<file path="src/rtl/ucsbece154_mem_pkg.sv">
// ----------------------------------------------------------------------------
// ucsbece154_mem_pkg : shared encodings and defaults for the I-memory arbiter
// Revision 1.0
// ----------------------------------------------------------------------------
`default_nettype none

package ucsbece154_mem_pkg;

  localparam int BURST_WORDS_DEFAULT  = 8;
  localparam int TIMEOUT_DEFAULT      = 63;
  localparam int STARVE_LIMIT_DEFAULT = 3;

  typedef enum logic [1:0] {
    ST_IDLE   = 2'd0,
    ST_ISSUE  = 2'd1,
    ST_WAIT   = 2'd2,
    ST_STREAM = 2'd3
  } state_e;

  typedef enum logic {
    OWN_DEM = 1'b0,
    OWN_PF  = 1'b1
  } owner_e;

endpackage

`default_nettype wire

</file>
<file path="src/rtl/ucsbece154_arb_prio.sv">
// ----------------------------------------------------------------------------
// ucsbece154_arb_prio : demand-first winner selection with prefetch anti-starvation
// Revision 1.0
// ----------------------------------------------------------------------------
`default_nettype none

module ucsbece154_arb_prio
  import ucsbece154_mem_pkg::*;
#(
  parameter int STARVE_LIMIT = STARVE_LIMIT_DEFAULT
) (
  input  logic clk,
  input  logic reset_n,
  input  logic arb_en_i,
  input  logic dem_req_i,
  input  logic pf_req_i,
  output logic gnt_o,
  output logic owner_o
);

  localparam int SW = (STARVE_LIMIT > 0) ? $clog2(STARVE_LIMIT + 1) : 1;

  logic [SW-1:0] starve_q, starve_d;
  logic          starved;

  always_comb begin
    starved  = (starve_q == SW'(STARVE_LIMIT));
    gnt_o    = arb_en_i && (dem_req_i || pf_req_i);
    owner_o  = pf_req_i && (!dem_req_i || starved);
    starve_d = starve_q;
    // Only demand grants that bypass a waiting prefetch count toward starvation.
    if (gnt_o) begin
      if (owner_o) begin
        starve_d = '0;
      end else if (pf_req_i && !starved) begin
        starve_d = starve_q + 1'b1;
      end
    end
  end

  always_ff @(posedge clk or negedge reset_n) begin
    if (!reset_n) begin
      starve_q <= '0;
    end else begin
      starve_q <= starve_d;
    end
  end

endmodule

`default_nettype wire

</file>
<file path="src/rtl/ucsbece154_imem_arbiter.sv">
// ----------------------------------------------------------------------------
// ucsbece154_imem_arbiter : burst arbiter between I-cache demand and prefetcher
// Revision 1.0
// ----------------------------------------------------------------------------
`default_nettype none

module ucsbece154_imem_arbiter
  import ucsbece154_mem_pkg::*;
#(
  parameter int BURST_WORDS  = BURST_WORDS_DEFAULT,
  parameter int STARVE_LIMIT = STARVE_LIMIT_DEFAULT,
  parameter int TIMEOUT      = TIMEOUT_DEFAULT
) (
  input  logic        clk,
  input  logic        reset_n,
  input  logic        dem_req,
  input  logic [31:0] dem_addr,
  output logic        dem_gnt,
  output logic        dem_valid,
  output logic        dem_last,
  input  logic        pf_req,
  input  logic [31:0] pf_addr,
  output logic        pf_gnt,
  output logic        pf_valid,
  output logic        pf_last,
  output logic [31:0] rd_data,
  output logic        mem_req,
  output logic [31:0] mem_addr,
  input  logic [31:0] mem_data,
  input  logic        mem_ready,
  output logic        busy,
  output logic        timeout_err
);

  localparam int WCW = $clog2(BURST_WORDS) + 1;
  localparam int TCW = (TIMEOUT > 0) ? $clog2(TIMEOUT + 1) : 1;

  state_e         state_q, state_d;
  owner_e         owner_q, owner_d;
  logic [31:0]    addr_q, addr_d;
  logic [WCW-1:0] word_q, word_d;
  logic [TCW-1:0] wait_q, wait_d;
  logic           terr_q, terr_d;

  logic           arb_en;
  logic           arb_gnt;
  logic           arb_owner;
  logic           beat;
  logic           last;
  logic           unused_addr_bits;

  // Gating with reset_n keeps grants quiet while reset is held.
  assign arb_en           = reset_n && (state_q == ST_IDLE);
  assign unused_addr_bits = ^{dem_addr[1:0], pf_addr[1:0]};

  ucsbece154_arb_prio #(
    .STARVE_LIMIT(STARVE_LIMIT)
  ) u_arb_prio (
    .clk       (clk),
    .reset_n   (reset_n),
    .arb_en_i  (arb_en),
    .dem_req_i (dem_req),
    .pf_req_i  (pf_req),
    .gnt_o     (arb_gnt),
    .owner_o   (arb_owner)
  );

  always_comb begin
    state_d = state_q;
    owner_d = owner_q;
    addr_d  = addr_q;
    word_d  = word_q;
    wait_d  = wait_q;
    terr_d  = terr_q;
    beat    = 1'b0;
    last    = 1'b0;
    mem_req = 1'b0;

    case (state_q)
      ST_IDLE: begin
        if (arb_gnt) begin
          owner_d = owner_e'(arb_owner);
          addr_d  = arb_owner ? {pf_addr[31:2], 2'b00} : {dem_addr[31:2], 2'b00};
          word_d  = '0;
          wait_d  = '0;
          state_d = ST_ISSUE;
        end
      end
      ST_ISSUE: begin
        mem_req = 1'b1;
        state_d = ST_WAIT;
      end
      ST_WAIT: begin
        // An expired wait wins over a coincident ready so no word leaks out.
        if (wait_q == TCW'(TIMEOUT)) begin
          terr_d  = 1'b1;
          state_d = ST_IDLE;
        end else if (mem_ready) begin
          beat = 1'b1;
        end else begin
          wait_d = wait_q + 1'b1;
        end
      end
      ST_STREAM: begin
        beat = mem_ready;
      end
      default: begin
        state_d = ST_IDLE;
      end
    endcase

    if (beat) begin
      last    = (word_q == WCW'(BURST_WORDS - 1));
      word_d  = word_q + 1'b1;
      state_d = last ? ST_IDLE : ST_STREAM;
    end
  end

  always_ff @(posedge clk or negedge reset_n) begin
    if (!reset_n) begin
      state_q <= ST_IDLE;
      owner_q <= OWN_DEM;
      addr_q  <= '0;
      word_q  <= '0;
      wait_q  <= '0;
      terr_q  <= 1'b0;
    end else begin
      state_q <= state_d;
      owner_q <= owner_d;
      addr_q  <= addr_d;
      word_q  <= word_d;
      wait_q  <= wait_d;
      terr_q  <= terr_d;
    end
  end

  assign busy        = (state_q != ST_IDLE);
  assign dem_gnt     = arb_gnt && !arb_owner;
  assign pf_gnt      = arb_gnt && arb_owner;
  assign dem_valid   = beat && (owner_q == OWN_DEM);
  assign dem_last    = last && (owner_q == OWN_DEM);
  assign pf_valid    = beat && (owner_q == OWN_PF);
  assign pf_last     = last && (owner_q == OWN_PF);
  assign rd_data     = beat ? mem_data : 32'h0;
  assign mem_addr    = busy ? addr_q : 32'h0;
  assign timeout_err = terr_q;

endmodule

`default_nettype wire

</file>
<file path="config.mk">
export PLATFORM = sky130hd
export DESIGN_NAME = ucsbece154_imem_arbiter
export DESIGN_NICKNAME = d
export VERILOG_FILES = /design/src/rtl/ucsbece154_mem_pkg.sv /design/src/rtl/ucsbece154_arb_prio.sv /design/src/rtl/ucsbece154_imem_arbiter.sv
export SDC_FILE = /design/constraint.sdc
export NUM_CORES = 1
export LEC_CHECK = 0
export CORE_UTILIZATION = 38
export CTS_CLUSTER_DIAMETER = 40
export CTS_CLUSTER_SIZE = 16
export DETAILED_ROUTE_END_ITERATION = 8
export GPL_ROUTABILITY_DRIVEN = 1
export PLACE_DENSITY = 0.92
export SYNTH_ARGS = -nofsm -noshare
export SYNTH_HDL_FRONTEND = slang
export SYNTH_HIERARCHICAL = 1
export SYNTH_SLANG_ARGS = --single-unit
export TNS_END_PERCENT = 20
</file>
<file path="constraint.sdc">
create_clock -name clk -period 4 [get_ports clk]
set_clock_uncertainty 0.2 [all_clocks]
set_input_delay 0.6 -clock clk [delete_from_list [all_inputs] [get_ports clk]]
set_output_delay 0.6 -clock clk [all_outputs]
set_load 0.01 [all_outputs]
</file>
---- Word-level counts from Yosys, hierarchy flattened ----
Cells that the tools add are included.
Widths: inputs -> output; s select.
storage, ports and cells
  latch bits .............................. 0
  memory bits (read-only) ................. 0
  input bits .............................. 101
  output and inout bits ................... 73
  bits in writable memories ............... 0
  memories kept ........................... 0
  register bits after elaboration ......... 48
cells by class
  reductions and logical operators ........ 28
  div/mod/pow operators ................... 0
  mux-type cells .......................... 22
  eq/ne operators ......................... 11
  $mul .................................... 0
  add/sub/neg operators ................... 3
  bitwise gates (word level) .............. 1
  shifts and indexed selects .............. 0
  $lt $le $gt $ge ......................... 0
operators with widths
  cell                 count
  $mux 32              3
  $mux 6               3
  $mux 2               6
  $mux 4               3
  $pmux 6 s2           1
  $logic_and 1x1->1    10
  $reduce_bool 2->1    5
  $reduce_and 2->1     4
  $add 6x1->6 const B  1
  $eq 2x2->1 const B   3
  $eq 6x6->1 const B   1
  $ne 2x2->1 const B   3
  $ne 3x3->1 const B   2
  $pmux 2 s3           1
  $add 4x1->4 const B  1
  $eq 4x3->1 const B   1
  $mux 1               4
  $reduce_and 4->1     1
  $reduce_bool 4->1    1
  $logic_not 1->1      3
  $reduce_and 3->1     1
  $add 2x1->2 const B  1
  $eq 2x1->1 const B   1
  $logic_not 2->1      1
  other kinds (3)      4

---- Logic depth before layout (Yosys ltp) ----
  depth in word-level cells ............... 6
  depth in mapped cells ................... 11

---- Hierarchy ----
The synthesis kept the hierarchy.
by module, submodules not included
  module                   times used  cells each  area an instance (sq um)
  ucsbece154_imem_arbiter  1           303         2732.6
  ucsbece154_arb_prio      1           10          116.4

---- Least setup slack after synthesis ----
No wires, ideal clock.
  path kind ............................... register to register
  from .................................... register state_q[0]
  to ...................................... register wait_q[3]
  data arrival time ....................... 2.534 ns
  period minus slack after synthesis ...... 2.811 ns
  setup slack ............................. 1.189 ns
  setup time .............................. 0.077 ns
  stages on the path, launching flop included .. 12
  required time ........................... 3.723 ns
  cells stage by stage .................... dfrtp_1 inv_1 ha_1 buf_6 clkbuf_1 and2_1 o21a_1 nor2b_4 a211o_1 buf_6 or4_1 a21oi_1
on the way
  longest elaborated chain between the ends .. 5
  elaborated cells between the ends (all ways) .. 10
  classes of those cells .................. eq/ne (4); mux (1); reduce/logical (5)
RTL lines
  item                               RTL line                        source
  start: declaration                 ucsbece154_imem_arbiter.sv:38   state_e state_q, state_d;
  start signal: assignment           ucsbece154_imem_arbiter.sv:128  state_q <= state_d;
  $logic_not 2->1                    ucsbece154_imem_arbiter.sv:53   assign arb_en = reset_n && (state_q == ST_IDLE);
  $logic_and 1x1->1                  ucsbece154_imem_arbiter.sv:53
  named net arb_en                   ucsbece154_imem_arbiter.sv:45   logic arb_en;
  $logic_and 1x1->1                  ucsbece154_arb_prio.sv:28       gnt_o = arb_en_i && (dem_req_i || pf_req_i);
  named net arb_gnt                  ucsbece154_imem_arbiter.sv:46   logic arb_gnt;
  $ne 2x2->1 (no source line)        n/a
  $reduce_and 4->1 (no source line)  n/a
  end signal: assignment             ucsbece154_imem_arbiter.sv:132  wait_q <= wait_d;
  end: declaration                   ucsbece154_imem_arbiter.sv:42   logic [TCW-1:0] wait_q, wait_d;
The timed path passes the listed nets, and every way through them passes these cells.
A chain may end at the register's enable or synchronous reset.

---- Worst setup path after layout ----
  from .................................... register state_q[0]
  to ...................................... output port dem_last
on the way
  longest elaborated chain between the ends .. 4
  elaborated cells between the ends (all ways) .. 5
  classes of those cells .................. eq/ne (2); mux (2); reduce/logical (1)
RTL lines
  item                   RTL line                        source
  $eq 2x2->1             ucsbece154_imem_arbiter.sv:79   case (state_q)
  $pmux 1 s2 (*)         ucsbece154_imem_arbiter.sv:79
  $mux 1 (*)             ucsbece154_imem_arbiter.sv:112  if (beat) begin
  $logic_and 1x1->1 (*)  ucsbece154_imem_arbiter.sv:141  assign dem_last = last && (owner_q == OWN_DEM);
  end: declaration       ucsbece154_imem_arbiter.sv:20   output logic dem_last,
Every way passes the cells marked *; elsewhere a longest branch is shown, timed or not.

==> summary.txt <==
Clocking
  – TritonCTS Buffers: 5
  – Clock-pin slew on the worst setup and hold paths: 0.08 ns
  – Post-CTS Repair Setup Buffers: 0
  – CTS root buf: clkbuf_8
  – Worst-Skew Late Latency: 0.29 ns
  – Post_cts resized: 0
  – Hold Buf Count CTS: 0
  – CTS HTree Levels: 2
  – Clock buffer depth: 2
  – Clock sink count: 46
  – CTS tree: done

Place
  – Dpl cell area: 4590 µm²
  – Placed Cells incl. Taps: 563
  – Placer congestion estimate: 0.770
  – Worst slack at placement: 0.592 ns
  – Port-buffer cells: 167
  – Dpl hpwl: 6.07 mm

Synth
  – Mux cell area share after synthesis: 13.9%
  – Largest family of logic cells by synthesized area: simple AND/OR/NAND/NOR gates
  – Synth Register Bits: 46
  – Ys flop type: dfrtp_1
  – Ys Warns: 6
  – Post-synth EDFFs: 0
  – Synth Cell Area: 2850 µm²
  – Sequential area share after synthesis: 40.4%
  – Synth Area in Simple Gates: 25.9%
  – Synth Area in XOR/XNOR: 0%
  – Async set-reset flop share out of synthesis: 100%
  – Syn Area/Cell: 9.10 µm²
  – Unique masters post-synth: 40
  – Synth Area in Compound Gates: 11.4%
  – Mapped Cells: 313
  – Synthesized-area fraction occupied by adder cells: 3.07%

Critical path
  – R2r startpoint: state_q[0]
  – WS Path Type: register to output port
  – Worst reg2reg setup slack: 1.30 ns
  – Req. time, crit path: 3.20 ns
  – FF-to-FF path depth: 8
  – Critical path startpoint category: register
  – Arr. time, crit path: 2.83 ns
  – Setup crit end kind: output port
  – Crit path max fanout: 18
  – Critical R2R Capture: wait_q[3]

GRT
  – Largest net degree at the start of global routing: 47
  – Vias in the first global route: 2540
  – GRT overflow: 0
  – Global-route wire length before repair: 11.6 mm
  – Total track usage: 19.2%
  – Antenna violations before repair: 0

Final layout
  – Post-Layout Cell Count: 571
  – Most frequent cells in the layout: clkdlybuf4s50_1, dfrtp_1, nand2_1
  – N_diodes: 0
  – Final core occ: 64.5%
  – Final Cell Area: 4680 µm²
  – Syn-to-layout area delta: 64.3%
  – Register Area: 1150 µm²
  – Total Nets Final: 579
  – Fillers: 602
  – Share of cells above drive strength 1: 5.93%
  – Area of the multi-input gates: 1570 µm²
  – Most common cell after layout, fill and taps aside: clkdlybuf4s50_1

Job
  – Max Cap Viol: 0

Min path
  – Min-Delay Path Class: primary input to async pin

Detailed routing
  – Total Wirelength: 7.53 mm
  – First-pass detailed-route iteration total: 4
  – Antenna Nets Post-Route: 0
  – DR vias: 2711
  – Avg Vias per Cell: 4.75
  – WL/cell: 13.2 µm
  – DRC violations left: 0
  – Drt initial violations: 85

Die
  – Die height: 88.6 µm
  – Core Region: 7250 µm²
  – Starting density of the core: 39.3%
  – I/O pin cnt: 174
  – Die X: 88.6 µm
  – Rows: 31
  – Die area: 7850 µm²

STA
  – Max-slew violation count: 0
  – Final Hold Slack: 0.222 ns
  – Tmin final: 3.63 ns
  – Final WS setup: 0.369 ns
  – Rel. slew slack: 58.2%
  – Total negative setup slack: 0 ns
  – Unrepaired setup endpoints after global routing: no
  – Fmax: 0.275 GHz
  – Worst Tran Pin Value: 0.624 ns
  – Fin crit share: 90.8%
  – # setup viols final: 0
  – Final Hold Viols: 0

Status
  – Outcome: complete, no violations

Power
  – VDD IR max: 0.268 mV
  – Pwr per Cell Area: 527 nW/µm²
  – Design Power: 2.47 mW
  – Leak: 2.00 nW
==> state kept, by name, summed over array words and instances (netlist names) <==
name / count
timeout_err: 1
state_q: 2
wait_q: 6
word_q: 4
owner_q: 1
u_arb_prio/starve_q: 2
addr_q: 30
==> worst max-delay path by stage <==
stage,slack [ns],depth (start not counted),endpoint,start
2_1_floorplan,1.19,11,wait_q[3],state_q[0]
3_3_place_gp,0.66,7,dem_last,mem_ready
3_5_place_dp,0.59,7,dem_last,mem_ready
4_1_cts,0.35,8,dem_last,state_q[0]
5_1_grt,0.15,8,dem_last,state_q[0]
6_report,0.37,8,dem_last,state_q[0]
==> logic make-up after synthesis <==
kind of cell	Yosys count
AO/OA/AOI/OAI	56
adder cells (fa/ha/maj)	7
buffers and inverters	31
flip-flops	46
multiplexers	39
other	1
AND/OR/NAND/NOR	133
==> where the power goes <==
group          total, mW  switching [mW]  internal (mW)
Sequential         0.774           0.121          0.653
Clock              0.291           0.152          0.139
Combinational       1.40           0.627          0.776
Total               2.47           0.900           1.57
==> area by class of cell <==
class,count,area share [%]
Clock buffer,6,1.76
Timing Repair Buffer,174,36.7
Multi-Input combinational cell,237,33.4
Tap cell,99,2.65
Clock inverter,2,0.267
Inverter,7,0.561
Sequential cell,46,24.6
==> metal layers <==
metal	vias up	track usage, %	share of wire [%]
met3	6	5.13	8.2
met4	0	5.87	1.6
met5	-	0	0
met2	120	37.1	53
met1	1227	20.2	37
li1	1358	-	-
==> critical path: stages (launching register included) <==
cell,delay (ns)
dfrtp_1,0.44
inv_1,0.17
ha_1,0.40
o21a_1,0.17
o31a_1,0.35
buf_4,0.25
nand2_1,0.06
nor2_1,0.14
clkdlybuf4s50_1,0.56
==> synthesized netlist by cell type, types with 2 or more instances <==
cell type / count / area share, %
buf_6: 2 / 0.79
nand3_1: 5 / 0.88
mux2i_1: 35 / 12
o31ai_1: 4 / 1.1
buf_2: 4 / 0.70
ha_1: 7 / 3.1
or4_1: 2 / 0.53
inv_1: 7 / 0.92
and2_1: 36 / 7.9
o21a_1: 3 / 0.79
buf_4: 3 / 0.79
a21oi_1: 5 / 0.88
nor2b_1: 30 / 6.6
and2b_2: 2 / 0.61
nor2_1: 7 / 0.92
mux2_2: 3 / 1.2
o21ai_0: 36 / 6.3
nand2_1: 40 / 5.3
or2_2: 2 / 0.44
and3_1: 2 / 0.44
dfrtp_1: 46 / 40
clkbuf_1: 14 / 1.8
(Power assumes the default switching activity.)
